**src/rtl/key_debounce_pio.sv**
```systemverilog
// Debounced pushbutton PIO with press-edge capture, interrupt mask and Avalon-MM slave.
// Define KEY_DEBOUNCE_RELEASE_EDGE_EN to add release-edge capture at word address 2.
module key_debounce_pio #(
  parameter int unsigned WIDTH           = 4,
  parameter int unsigned DEBOUNCE_CYCLES = 500000,
  parameter int unsigned CNT_W           = 20,
  parameter bit          ACTIVE_LOW      = 1'b1
) (
  input  logic             clk_clk,
  input  logic             reset_reset_n,
  input  logic [WIDTH-1:0] key_in,
  input  logic [1:0]       avs_address,
  input  logic             avs_read,
  input  logic             avs_write,
  input  logic [31:0]      avs_writedata,
  output logic [31:0]      avs_readdata,
  output logic             irq
);

  localparam logic [WIDTH-1:0] Released = {WIDTH{ACTIVE_LOW}};
  localparam logic [CNT_W-1:0] CntMax   = CNT_W'(DEBOUNCE_CYCLES - 1);

  logic [WIDTH-1:0] sync1_q, sync2_q;
  logic [WIDTH-1:0] pressed;
  logic [CNT_W-1:0] cnt_q [WIDTH];
  logic [CNT_W-1:0] cnt_d [WIDTH];
  logic [WIDTH-1:0] stable_q, stable_d;
  logic [WIDTH-1:0] edgecap_q, edgecap_d;
  logic [WIDTH-1:0] mask_q, mask_d;
  logic [31:0]      readdata_q, readdata_d;
  logic             irq_q, irq_d;
  logic [31:0]      rdata;
  logic             wr_mask, wr_edge;
  logic [WIDTH-1:0] wdata;
  logic             unused_wdata;

  assign pressed      = ACTIVE_LOW ? ~sync2_q : sync2_q;
  assign wr_mask      = avs_write && (avs_address == 2'd1);
  assign wr_edge      = avs_write && (avs_address == 2'd3);
  assign wdata        = avs_writedata[WIDTH-1:0];
  assign unused_wdata = ^avs_writedata;

  always_comb begin
    stable_d = stable_q;
    for (int i = 0; i < WIDTH; i++) begin
      cnt_d[i] = cnt_q[i];
      if (pressed[i] == stable_q[i]) begin
        cnt_d[i] = '0;
      end else if (cnt_q[i] == CntMax) begin
        stable_d[i] = pressed[i];
        cnt_d[i]    = '0;
      end else begin
        cnt_d[i] = cnt_q[i] + 1'b1;
      end
    end
  end

  // New edges are ORed in after the clear so a same-cycle press survives.
  always_comb begin
    edgecap_d = edgecap_q;
    if (wr_edge) edgecap_d = edgecap_d & ~wdata;
    edgecap_d = edgecap_d | (stable_d & ~stable_q);
    mask_d    = wr_mask ? wdata : mask_q;
  end

`ifdef KEY_DEBOUNCE_RELEASE_EDGE_EN
  logic             wr_rel;
  logic [WIDTH-1:0] relcap_q, relcap_d;

  assign wr_rel = avs_write && (avs_address == 2'd2);

  always_comb begin
    relcap_d = relcap_q;
    if (wr_rel) relcap_d = relcap_d & ~wdata;
    relcap_d = relcap_d | (stable_q & ~stable_d);
  end

  always_ff @(posedge clk_clk or negedge reset_reset_n) begin
    if (!reset_reset_n) relcap_q <= '0;
    else                relcap_q <= relcap_d;
  end

  assign irq_d = |((edgecap_q | relcap_q) & mask_q);
`else
  assign irq_d = |(edgecap_q & mask_q);
`endif

  // Reads sample the pre-write register values.
  always_comb begin
    rdata = '0;
    unique case (avs_address)
      2'd0: rdata[WIDTH-1:0] = stable_q;
      2'd1: rdata[WIDTH-1:0] = mask_q;
`ifdef KEY_DEBOUNCE_RELEASE_EDGE_EN
      2'd2: rdata[WIDTH-1:0] = relcap_q;
`else
      2'd2: rdata = '0;
`endif
      2'd3: rdata[WIDTH-1:0] = edgecap_q;
      default: rdata = '0;
    endcase
    readdata_d = avs_read ? rdata : readdata_q;
  end

  always_ff @(posedge clk_clk or negedge reset_reset_n) begin
    if (!reset_reset_n) begin
      sync1_q    <= Released;
      sync2_q    <= Released;
      stable_q   <= '0;
      edgecap_q  <= '0;
      mask_q     <= '0;
      readdata_q <= '0;
      irq_q      <= 1'b0;
      for (int i = 0; i < WIDTH; i++) cnt_q[i] <= '0;
    end else begin
      sync1_q    <= key_in;
      sync2_q    <= sync1_q;
      stable_q   <= stable_d;
      edgecap_q  <= edgecap_d;
      mask_q     <= mask_d;
      readdata_q <= readdata_d;
      irq_q      <= irq_d;
      for (int i = 0; i < WIDTH; i++) cnt_q[i] <= cnt_d[i];
    end
  end

  assign avs_readdata = readdata_q;
  assign irq          = irq_q;

endmodule

```
**config.mk**
```make
export PLATFORM = sky130hd
export DESIGN_NAME = key_debounce_pio
export DESIGN_NICKNAME = d
export VERILOG_FILES = /design/src/rtl/key_debounce_pio.sv
export SDC_FILE = /design/constraint.sdc
export NUM_CORES = 1
export LEC_CHECK = 0
export ABC_AREA = 1
export BUFFER_PORTS_ARGS = -buffer_cell sky130_fd_sc_hd__clkbuf_2
export CAP_MARGIN = 0
export CORE_MARGIN = 1.5
export CORE_UTILIZATION = 59
export CTS_BUF_LIST = sky130_fd_sc_hd__clkbuf_4 sky130_fd_sc_hd__clkbuf_8 sky130_fd_sc_hd__clkbuf_16
export DETAILED_ROUTE_END_ITERATION = 10
export PLACE_DENSITY_LB_ADDON = 0.15
export SLEW_MARGIN = 20
export SYNTH_ARGS = -nofsm -noshare
export SYNTH_HDL_FRONTEND = slang
export SYNTH_SLANG_ARGS = --single-unit
```
**constraint.sdc**
```tcl
create_clock -name clk_clk -period 1.9 [get_ports clk_clk]
set_input_delay 0.19 -clock clk_clk [delete_from_list [all_inputs] [get_ports clk_clk]]
set_output_delay 0.19 -clock clk_clk [all_outputs]
set_load 0.02 [all_outputs]
```
==> results of run 1 <==
cell families (layout without fill, tap and decap cells):
kind of cell / after synthesis / count (layout) / synth area share (%)
flip-flops: 105 / 105 / 44.2
other: 1 / 28 / 0.0629
adder cells (fa/ha/maj): 4 / 4 / 0.839
XOR/XNOR: 31 / 31 / 4.55
buffers and inverters: 121 / 129 / 9.44
AND/OR/NAND/NOR: 475 / 475 / 35.8
AO/OA/AOI/OAI: 52 / 52 / 5.10
worst min path at each step:
stage / from / slack, ns / end / cells after the start
2_1_floorplan: reset_reset_n / -0.11 / avs_readdata[0]$_DFFE_PN0P_ / 0
3_3_place_gp: key_in[2] / 0.28 / sync1_q[2]$_DFF_PN1_ / 1
3_5_place_dp: key_in[1] / 0.28 / sync1_q[1]$_DFF_PN1_ / 1
4_1_cts: avs_writedata[2] / 0.05 / mask_q[2]$_DFFE_PN0P_ / 3
5_1_grt: avs_writedata[3] / 0.05 / mask_q[3]$_DFFE_PN0P_ / 3
6_report: avs_writedata[3] / 0.06 / mask_q[3]$_DFFE_PN0P_ / 3
routing by layer:
layer	GRT usage (%)	vias up	routed length, um
met3	5.98	18	532
met2	37.4	119	5650
li1	-	2477	-
met4	7.34	0	171
met5	0	-	0
met1	32.9	2281	5580
registers in the layout, indices dropped and copies added, names as in the netlist:
name,cells
sync2_q,4
irq,1
stable_q,4
avs_readdata,4
cnt_q,80
mask_q,4
edgecap_q,4
sync1_q,4
where the power goes:
group          leakage [uW]  internal [uW]  switching (uW)  total, uW
clock              0.000113            782             791       1570
combinational       0.00121           75.0             209        284
sequential          0.00142           2300            43.9       2340
placed cells by master, fill, tap and decap left out, types with 5 or more instances in the layout:
cell	n
nand2_2	13
inv_2	5
a21oi_1	10
nand3_1	61
conb_1	28
nand3_2	10
nor2_2	14
nor2_1	174
nor2_4	10
clkbuf_2	17
xor2_1	23
dfstp_2	8
dfrtp_1	97
dlygate4sd3_1	5
nand4_1	9
inv_1	83
nand2_1	164
xnor2_1	8
clkbuf_8	10
o21ai_1	10
o21ai_0	18
nor3_1	11
per-stage QoR:
step / instances / total power (uW) / util (%)
final: 957 / 4200 / 65.4
after global routing: 957 / 4370 / 65.4
after CTS: 957 / 4260 / 65.4
after detailed placement: 936 / 2670 / 62.6
after global placement: 936 / 2660 / 62.6
after floorplan: 816 / 2590 / -
layout make-up:
cell class                 count  area (um2)
fill                         868        3380
multi-input combinational    590        2870
sequential                   105        2640
inverter                      89         334
tap                          133         166
timing repair buffer          24         163
clock buffer                  10         138
clock inverter                 6        90.1
worst min-delay path, stage by stage:
cell,delay (ns)
clkbuf_2,0.09
inv_1,0.05
o21ai_0,0.07
what timing repair did:
item                      in CTS  in global routing
hold buffers                   5                  0
resized for setup              0                  0
hold endpoints to repair     101                  0
buffers inserted               0                  0
==> impl_metrics.toml, run 1 <==
[power_and_ir_drop]
cellLeakagePower_uw = 0.00274
cellPowerDensity_nw_per_um2 = 657
peakVddDrop_v = 0.000672

[cts]
clock-sinks = 105
clk_pin_slew_ns = 0.10
cts_tree = "built"
cts.htree.levels = 3
clkLatencyLatePin_ns = 0.39
cts_made_buffers = 9
cts-root-buf = "clkbuf_8"
clockBufferDepth = 2

[setup_path]
cp_top_family = "simple AND/OR/NAND/NOR gates"
criticalPathCategory = "register to register"
arrival_ns = 1.87
endpoint = "cnt_q[16]$_DFF_PN0_"
crit_slowest_cell = "dfrtp_1"
end_kind = "register"
r2r_setup_slack_ns = 0.29
crit_start = "cnt_q[0]$_DFF_PN0_"
rr_worst_depth = 8
r2r_start = "cnt_q[0]$_DFF_PN0_"
startpoint_type = "register"
max_stage_delay_ns = 0.40
crit_buf_inv = 1
path_cells = "ha_1 > nand2_1 > nor2_4 > inv_1 > nor2_1 > nand3_1 > nand3_1 > nor2_1"
reg2reg_to = "cnt_q[16]$_DFF_PN0_"
required_ns = 2.16
worst-path-max-fanout = 6
path_depth = 8

[drt]
dr.pass1.iters = 7
via_per_inst = 5.11
ant_nets = 0
wl_mm = 11.9
remaining_drc_errors = 0
via_count = 4895
drt_iter0_markers = 251
wl_per_cell_um = 12.5

[placement]
place_hpwl_mm = 8.61
pre_cts_ws_ns = 0.296
gp_congestion = 0.882
placed_cell_area_um2 = 6120
port_buffers = 18

[timing]
min_period_ns = 1.61
tightest_slew_ns = 0.555
setup_tns_ns = 0
finalMaxSlewViolations = 0
fmax_mhz = 620
whs_ns = 0.0631
skew_ns = 0.00994
fin_crit_sh_pct = 84.9
setup_slack_ns = 0.287
relSlewSlack_pct = 63.0
setup_violations = 0
final-hold-violation-count = 0
rsz0062_at_grt = "no"

[run]
cap_violations = 0

[synthesis]
syn_area_per_cell_um2 = 7.56
ys_top_cells_by_area = "dfrtp_1 (41%), nor2_1 (11%), nand2_1 (10%)"
ys_ff_latch = 105
synth_common_cells = "nor2_1 (174), nand2_1 (164), dfrtp_1 (97)"
postSynthCellCount = 789
yosysSeqAreaShare_pct = 44.2
synth-edff-count = 0
post-synth-top-count-cell = "nor2_1"
synth_flop_cell = "dfrtp_1"
yosys_warnings = 0
yosys.area.top_type = "dfrtp_1"
synth.distinct_cells = 36
syn-cell-area_um2 = 5960
synth_top_area_share_pct = 40.7
synth-async-reset-ratio_pct = 100

[status]
status = "finished, final reports clean"

[grt]
grt_max_degree = 106
antenna_found_initial = 0
gr-total-overflow = 0
grt_first_pass_wirelength_mm = 20.7
grt_pass1_vias = 4542
grtUsageTotal_pct = 23.9

[die]
rows = 36
die_h_um = 104
start_util_pct = 61.0
die_area_um2 = 10700
die_width_um = 104
io_pins = 75
core_um2 = 9770

[finish]
syn2layout_area_growth_pct = 7.20
design_area_um2 = 6390
drive_gt1_share_pct = 11.9
nets = 865
diodes = 0

[worst_hold_path]
min_path_type = "primary input to register"
Power figures use the tool's default switching activity.
==> run 2, diff against run 1 <==
--- a/config.mk
+++ b/config.mk
@@ -5,11 +5,11 @@
 export SDC_FILE = /design/constraint.sdc
 export NUM_CORES = 1
 export LEC_CHECK = 0
-export ABC_AREA = 1
+export ABC_AREA = 0
 export BUFFER_PORTS_ARGS = -buffer_cell sky130_fd_sc_hd__clkbuf_2
 export CAP_MARGIN = 0
 export CORE_MARGIN = 1.5
-export CORE_UTILIZATION = 59
+export CORE_UTILIZATION = 52
 export CTS_BUF_LIST = sky130_fd_sc_hd__clkbuf_4 sky130_fd_sc_hd__clkbuf_8 sky130_fd_sc_hd__clkbuf_16
 export DETAILED_ROUTE_END_ITERATION = 10
 export PLACE_DENSITY_LB_ADDON = 0.15
==> constraint.sdc (replaced) <==
create_clock -name clk_clk -period 1.35 [get_ports clk_clk]
set_input_delay 0.135 -clock clk_clk [delete_from_list [all_inputs] [get_ports clk_clk]]
set_output_delay 0.135 -clock clk_clk [all_outputs]
set_load 0.02 [all_outputs]
==> run 2 against run 1 <==
Net effect:
- the run now ends with setup timing left
- register-to-register slack worse by 0.95 ns
- die area is 0.57% lower
- worst setup slack worse by 0.95 ns
- sequential share of layout area is 5.5 points lower
- clock power is 20% higher
- total power is 39% higher
- critical path depth is 3 lower
- synthesized cell count is 33% lower
- wire length is 10% higher
- cell area is 16% higher
- worst hold slack worse by 0.045 ns
- global-route usage is 1.6 points higher
- highest routed layer unchanged
==> impl_metrics.toml, run 2 <==
[drt]
via_per_inst = 5.37
remaining_drc_errors = 0
ant_nets = 0
via_count = 4572
dr.pass1.iters = 4
wl_mm = 13.2
drt_iter0_markers = 118
wl_per_cell_um = 15.5

[timing]
rsz0062_at_grt = "yes"
whs_ns = 0.0179
fmax_mhz = 497
skew_ns = 0.00882
min_period_ns = 2.01
setup_violations = 83
fin_crit_sh_pct = 149
final-hold-violation-count = 0
setup_slack_ns = -0.662
finalMaxSlewViolations = 0

[finish]
syn2layout_area_growth_pct = 41.4
nets = 759
drive_gt1_share_pct = 43.6
largest_reg_flops = 80
diodes = 0
final_cell_mix = "buf_4 (136), dfrtp_1 (96), nor2_2 (43)"
layout_commonest_cell = "buf_4"
top_register = "cnt_q"
fin_cells = 851

[setup_path]
path_cells = "or4_1 > or4_4 > o21ai_4 > buf_4 > a21oi_1"
r2r_start = "cnt_q[12]$_DFF_PN0_"
criticalPathCategory = "register to register"
startpoint_type = "register"
reg2reg_to = "cnt_q[19]$_DFF_PN0_"
required_ns = 1.63
crit_slowest_cell = "or4_4"
rr_worst_depth = 5
worst-path-max-fanout = 4
max_stage_delay_ns = 0.56
r2r_setup_slack_ns = -0.66
crit_buf_inv = 1
cp_top_family = "simple AND/OR/NAND/NOR gates"
arrival_ns = 2.29
end_kind = "register"

[synthesis]
ys_top_cells_by_area = "dfrtp_1 (46%), xnor2_1 (5.2%), nor2_1 (5.0%)"
synth_flop_cell = "dfrtp_1"
synth_common_cells = "dfrtp_1 (97), nor2_1 (70), xnor2_1 (31)"
yosysSeqAreaShare_pct = 50.5
syn-cell-area_um2 = 5230
synth.distinct_cells = 41
syn_area_per_cell_um2 = 9.90
synth-edff-count = 0
postSynthCellCount = 528
ys_ff_latch = 105
post-synth-top-count-cell = "dfrtp_1"
yosys.area.top_type = "dfrtp_1"
synth-async-reset-ratio_pct = 100
yosys_warnings = 0
synth_top_area_share_pct = 46.4

[power_and_ir_drop]
clkPwrFrac_pct = 32.5
peakVddDrop_v = 0.000744
cellPowerDensity_nw_per_um2 = 788
swShare_pct = 27.5
combPwrFrac_pct = 11.0
cellLeakagePower_uw = 0.00326
p_switching_uw = 1600
p_int_uw = 4220
total_power_uw = 5820
seqPwrFrac_pct = 56.5

[placement]
place_inst = 802
gp_congestion = 0.881
port_buffers = 18
place_hpwl_mm = 8.64

[cts]
clock-sinks = 105
clockBufferDepth = 2
cts-root-buf = "clkbuf_8"
clk_pin_slew_ns = 0.11
cts.htree.levels = 3
cts_tree = "built"
cts_made_buffers = 9
clkLatencyLatePin_ns = 0.39

[grt]
grt_pass1_vias = 4499
antenna_found_initial = 0
gr-total-overflow = 0
grt_first_pass_wirelength_mm = 20.9
grt_max_degree = 30
grtUsageTotal_pct = 25.5

[die]
io_pins = 75
die_area_um2 = 10700
start_util_pct = 53.5
die_h_um = 103
core_um2 = 9770
rows = 36
die_width_um = 103

[status]
failed_checks = "setup timing"
status = "finished with violations"

[worst_hold_path]
min_path_type = "primary input to register"
hold_path_end = "mask_q[1]$_DFFE_PN0P_"
min_path_cells = 3
min_from = "avs_writedata[1]"

[run]
cap_violations = 0
## run 2: layer usage
layer	track usage, %	wire (um)	part of all wire, %
met1	31.7	5580	42
met3	6.72	490	3.7
met5	0	0	0
met4	5.72	159	1.2
met2	44.8	6940	53
## run 2: metrics by stage
step | setup WS (ns) | util (%) | setup TNS [ns] | cell area (um2)
after floorplan | -0.662 | - | -31.52 | 5440
after global placement | -0.644 | 66.2 | -29.17 | 6470
after detailed placement | -0.661 | 66.2 | -32.11 | 6470
after CTS | -0.644 | 71.9 | -33.71 | 7030
after global routing | -0.740 | 75.6 | -42.22 | 7390
final | -0.662 | 75.6 | -36.56 | 7390
## run 2: area by class of cell
type	instances	area, um2
Tap cell	133	166
Fill cell	688	2380
Multi-Input combinational cell	393	2750
Timing Repair Buffer	187	1590
Inverter	17	63.8
Clock buffer	9	124
Clock inverter	7	60.1
Sequential cell	105	2640
## run 2: worst max-delay path by stage
stage | startpoint | endpoint | cells after the start
global route | cnt_q[12]$_DFF_PN0_ | cnt_q[19]$_DFF_PN0_ | 5
global placement | cnt_q[12]$_DFF_PN0_ | cnt_q[1]$_DFF_PN0_ | 4
finish | cnt_q[12]$_DFF_PN0_ | cnt_q[19]$_DFF_PN0_ | 5
detailed placement | cnt_q[12]$_DFF_PN0_ | cnt_q[1]$_DFF_PN0_ | 4
floorplan | cnt_q[12]$_DFF_PN0_ | cnt_q[10]$_DFF_PN0_ | 5
CTS | cnt_q[12]$_DFF_PN0_ | cnt_q[1]$_DFF_PN0_ | 4
## run 2: kinds of logic (layout without fill, tap and decap cells)
kind of cell | Yosys count | count (layout) | synth area share, %
compound gates | 66 | 66 | 7.69
other cells | 1 | 28 | 0.0718
buf+inv | 57 | 220 | 6.39
fa+ha+maj | 4 | 4 | 0.958
flops | 105 | 105 | 50.5
mux | 6 | 6 | 1.24
xor+xnor | 58 | 58 | 9.72
simple gates | 231 | 231 | 23.5
## run 2: what timing repair did
item | in CTS | in global routing
pin swaps | 23 | 24
hold buffers | 6 | 0
endpoints found under the hold margin | 29 | 0
cloned | 5 | 4
gates resized for setup | 29 | 87
buffers inserted | 16 | 10
setup endpoints to repair | 83 | 83
## run 2: worst register-to-register path: cells and delay by family, from the launching register on
kind            cells  cell delay, ns
simple gates        2            1.09
flops               1            0.39
compound gates      2            0.25
buf+inv             1            0.17
## run 2: power groups by stage
stage,Sequential [uW],Clock (uW),Combinational [uW]
6_report,3290,1890,640
5_1_grt,3300,2070,706
3_3_place_gp,3350,0,490
3_5_place_dp,3350,0,499
4_1_cts,3290,1960,588
2_1_floorplan,3370,0,290
